`src/rtl/userhw_in_capture.sv`:
```
// rtl/userhw_in_capture.sv - synchronise, debounce and snapshot board inputs for a read-only PIO slave
//
// Purpose: conditions WIDTH raw board inputs and presents a held snapshot of the
// debounced word plus a change-pending flag to software through pio_in.
// Software clears the flag by toggling ack_toggle from a PIO output register.
//
// Optional feature macro: USERHW_IN_CAPTURE_DEBOUNCE_EN
//   defined     : tick counter and per-bit sample histories debounce sync_in
//   not defined : deb follows sync_in every cycle; TICK_DIV/STABLE_SAMPLES unused
//
// Ports:
//   clk         in   1        system clock
//   reset       in   1        asynchronous active-high reset
//   raw_in      in   WIDTH    asynchronous board inputs
//   ack_toggle  in   1        acknowledge level, each edge acknowledges one event
//   pio_in      out  WIDTH+1  {change pending, captured debounced word}
//   overrun     out  1        sticky: word changed while an event was still pending

module userhw_in_capture #(
    parameter int WIDTH          = 16,
    parameter int TICK_DIV       = 50000,
    parameter int STABLE_SAMPLES = 4
) (
    input  logic             clk,
    input  logic             reset,
    input  logic [WIDTH-1:0] raw_in,
    input  logic             ack_toggle,
    output logic [WIDTH:0]   pio_in,
    output logic             overrun
);

    // Reject out-of-range configurations at elaboration.
    if (TICK_DIV < 2 || STABLE_SAMPLES < 2 || STABLE_SAMPLES > 8) begin : g_bad_params
        $error("userhw_in_capture: TICK_DIV must be >= 2 and STABLE_SAMPLES in 2..8");
    end

    logic [WIDTH-1:0] meta;
    logic [WIDTH-1:0] sync_in;
    logic [WIDTH-1:0] deb;
    logic [WIDTH-1:0] deb_d;
    logic [WIDTH-1:0] snap;
    logic             pend;
    logic             ack_d;
    logic             deb_chg;
    logic             ack_evt;

    // Two-flop synchroniser per bit.
    always_ff @(posedge clk or posedge reset) begin
        if (reset) begin
            meta    <= '0;
            sync_in <= '0;
        end else begin
            meta    <= raw_in;
            sync_in <= meta;
        end
    end

`ifdef USERHW_IN_CAPTURE_DEBOUNCE_EN
    localparam int CW = (TICK_DIV > 2) ? $clog2(TICK_DIV) : 1;

    logic [CW-1:0] tick_cnt;
    logic          tick;

    assign tick = (tick_cnt == CW'(TICK_DIV - 1));

    always_ff @(posedge clk or posedge reset) begin
        if (reset) begin
            tick_cnt <= '0;
        end else if (tick) begin
            tick_cnt <= '0;
        end else begin
            tick_cnt <= tick_cnt + 1'b1;
        end
    end

    for (genvar i = 0; i < WIDTH; i++) begin : g_deb
        logic [STABLE_SAMPLES-1:0] hist;
        logic [STABLE_SAMPLES-1:0] hist_nxt;
        logic                      deb_bit;

        // The uniformity test looks at the history including this tick's
        // sample, so a clean edge is accepted after exactly STABLE_SAMPLES ticks.
        assign hist_nxt = {hist[STABLE_SAMPLES-2:0], sync_in[i]};
        assign deb[i]   = deb_bit;

        always_ff @(posedge clk or posedge reset) begin
            if (reset) begin
                hist    <= '0;
                deb_bit <= 1'b0;
            end else if (tick) begin
                hist <= hist_nxt;
                if (&hist_nxt) begin
                    deb_bit <= 1'b1;
                end else if (~|hist_nxt) begin
                    deb_bit <= 1'b0;
                end
            end
        end
    end
`else
    always_ff @(posedge clk or posedge reset) begin
        if (reset) begin
            deb <= '0;
        end else begin
            deb <= sync_in;
        end
    end
`endif

    assign deb_chg = (deb != deb_d);
    assign ack_evt = ack_toggle ^ ack_d;

    // Capture: a change always loads the newest word and (re)asserts pend.
    // A change that coincides with an ack is the new event, not an overrun.
    always_ff @(posedge clk or posedge reset) begin
        if (reset) begin
            deb_d   <= '0;
            ack_d   <= 1'b0;
            snap    <= '0;
            pend    <= 1'b0;
            overrun <= 1'b0;
        end else begin
            deb_d <= deb;
            ack_d <= ack_toggle;
            if (deb_chg) begin
                snap <= deb;
                pend <= 1'b1;
                if (pend && !ack_evt) begin
                    overrun <= 1'b1;
                end
            end else if (ack_evt) begin
                pend <= 1'b0;
            end
        end
    end

    assign pio_in = {pend, snap};

endmodule

```
`config.mk`:
```
export PLATFORM = sky130hd
export DESIGN_NAME = userhw_in_capture
export DESIGN_NICKNAME = d
export VERILOG_FILES = /design/src/rtl/userhw_in_capture.sv
export SDC_FILE = /design/constraint.sdc
export NUM_CORES = 1
export LEC_CHECK = 0
export CELL_PAD_IN_SITES_DETAIL_PLACEMENT = 0
export CELL_PAD_IN_SITES_GLOBAL_PLACEMENT = 1
export CORE_MARGIN = 2
export CORE_UTILIZATION = 44
export CTS_CLUSTER_DIAMETER = 200
export DETAILED_ROUTE_END_ITERATION = 10
export PLACE_DENSITY = 0.83
export SLEW_MARGIN = 15
export SYNTH_ARGS = -nofsm -noshare
export SYNTH_HDL_FRONTEND = slang
export SYNTH_SLANG_ARGS = --single-unit
```
`constraint.sdc`:
```
create_clock -name clk -period 3.49 [get_ports clk]
set_clock_uncertainty 0.15 [all_clocks]
set_input_delay 0.8725 -clock clk [delete_from_list [all_inputs] [get_ports clk]]
set_output_delay 0.8725 -clock clk [all_outputs]
set_load 0.05 [all_outputs]
```
==> results.cfg <==
[final_layout]
nets = 193
n_fill_cell = 423
layout-drive-gt1-share_pct = 19.6
seq_area_um2 = 2080
final_cell_mix = 83 x dfrtp_1, 36 x clkdlybuf4s50_1, 17 x xnor2_1, 16 x mux2_2, 10 x clkbuf_8
multi_input_area_um2 = 390
final_cells = 251
n_antenna_cell = 0
syn_to_final_growth_pct = 26.3
layout_commonest_cell = dfrtp_1

[sta]
worst_slack_ns = 0.904
tightest_slew_ns = 0.664
rsz0062_at_grt = false
tns_ns = 0
fmax_mhz = 387
max_slew_margin_pct = 55.7
setup_violations = 0
min_period_ns = 2.59
min_period_over_period_pct = 74.1
hold_viol = 0
worst_hold_slack_ns = 0.199
slew_violations = 0

[critical_path]
critPathLaunchType = register
crit_type = register to output pin
crit_family = buffers and inverters
cpPeakStageDelay_ns = 0.82
slowest_stage = clkdlybuf4s50_1
critPathArrivalTime_ns = 1.56
crit_buf_inv = 1
crit_path_end_kind = output pin
cp_max_fo = 2
crit_chain = clkdlybuf4s50_1
cp_data_required_time_ns = 2.47

[die]
start_util_pct = 45.5
fp.dieH_um = 79.2
io_pins = 37
die_w_um = 79.2
rows = 27
dieArea_um2 = 6280
core_area_um2 = 5470

[clock_tree]
cts_resized = 0
root_buffer = clkbuf_8
clock_latency_ns = 0.34
cts_buffers = 9
post_cts_buffers = 0
h-tree-depth = 3
cts_tree = built
cts_num_sinks = 83
cts_hold_buf = 0
clockBufferDepth = 2
clk_pin_slew_ns = 0.08

[detailed_routing]
wl_um = 3410
drtIter0Drc = 51
routed-via-count = 1122
first_pass_iters = 2
antenna_left = 0
wl_per_cell_um = 13.6
viasPerCell = 4.47
route.detailed.drc = 0

[grt]
grt_max_degree = 45
grt_pass1_wl_um = 5910
grt_overflow = 0
antenna_found_initial = 0
grt_usage_pct = 13.2
grt_pass1_vias = 1243

[yosys]
synth_seq_area_share_pct = 83.4
syn_inst = 127
syn-num-nets = 146
ys_ff_latch = 83
avgSynthCellArea_um2 = 19.6
synth_cell_types = 10
yosysWarningCount = 0
synth_area_um2 = 2490

[place]
globalplace.congestion = 0.719
dp_hpwl_um = 2310
port_buffers = 36
place_ws_ns = 1.29
dp_cells = 235

[pwr]
p_total_mw = 1.81
peakVddDrop_mv = 0.348
power.density_nw_per_um2 = 575
p_leak_nw = 1.34

[flow_run]
maxCapViolCount = 0

[status]
outcome = completed

[min_path]
hold_path.class = register to register
[final timing paths]
kind | slack, ns | cells past startpoint | endpoint | start
hold / removal | 0.20 | 0 | deb[1] | sync_in[1]
hold reg to reg | 0.20 | 0 | deb[1] | sync_in[1]
min in group asynchronous | 0.79 | 2 | meta[5] | reset
setup reg to reg | 1.36 | 5 | snap[1] | deb[2]
max in group asynchronous | 1.77 | 3 | pend | reset
setup / recovery | 0.90 | 1 | pio_in[2] | snap[2]
[stage by stage]
step / area (um^2) / utilization [%]
floorplan: 2490 / -
global placement: 2950 / 53.9
detailed placement: 2950 / 53.9
CTS: 3140 / 57.5
global route: 3140 / 57.5
finish: 3140 / 57.5
[cell usage after synthesis]
master    number  share of area (%)
nand2_1        2               0.30
dfrtp_1       83                 83
buf_6          1               0.45
mux2_2        16                7.2
o21bai_1       1               0.30
xnor2_1       17                6.0
nor4_4         1               0.85
nand4_1        4                1.0
buf_4          1               0.30
inv_1          1               0.15
[report_power, final]
part           internal, mW  total (mW)  switching (mW)
registers              1.01        1.03          0.0240
logic                0.0557       0.125          0.0690
clock network         0.346       0.649           0.303
total                  1.41        1.81           0.396
[layout make-up]
type	count	share of cell area (%)
clock buffer	11	4.50
clock inverter	5	1.67
inverter	1	0.159
multi-input combinational	41	12.4
sequential	83	66.1
tap	72	2.87
timing repair buffer	38	12.3
[registers in the layout, indices dropped and copies added (netlist names)]
| name | flops |
|---|---|
| deb | 16 |
| deb_d | 16 |
| meta | 16 |
| snap | 16 |
| sync_in | 16 |
| ack_d | 1 |
| overrun | 1 |
| pend | 1 |
[layer usage]
layer  part of all wire [%]  GRT usage (%)  up-vias
li1                       -              -      509
met1                     41           15.3      578
met2                     51           20.6       27
met3                    5.7           6.48        8
met4                    2.2           6.21        0
met5                      0              0        -
[cell families (layout without fill, tap and decap cells)]
family          Yosys count  count (layout)  synth area share, %
compound gates            1               1                0.302
xor+xnor                 17              17                 5.98
simple gates              7               7                 2.16
flops                    83              83                 83.4
mux                      16              16                 7.24
buf+inv                   3              55                0.904
Power figures use the tool's default switching activity.
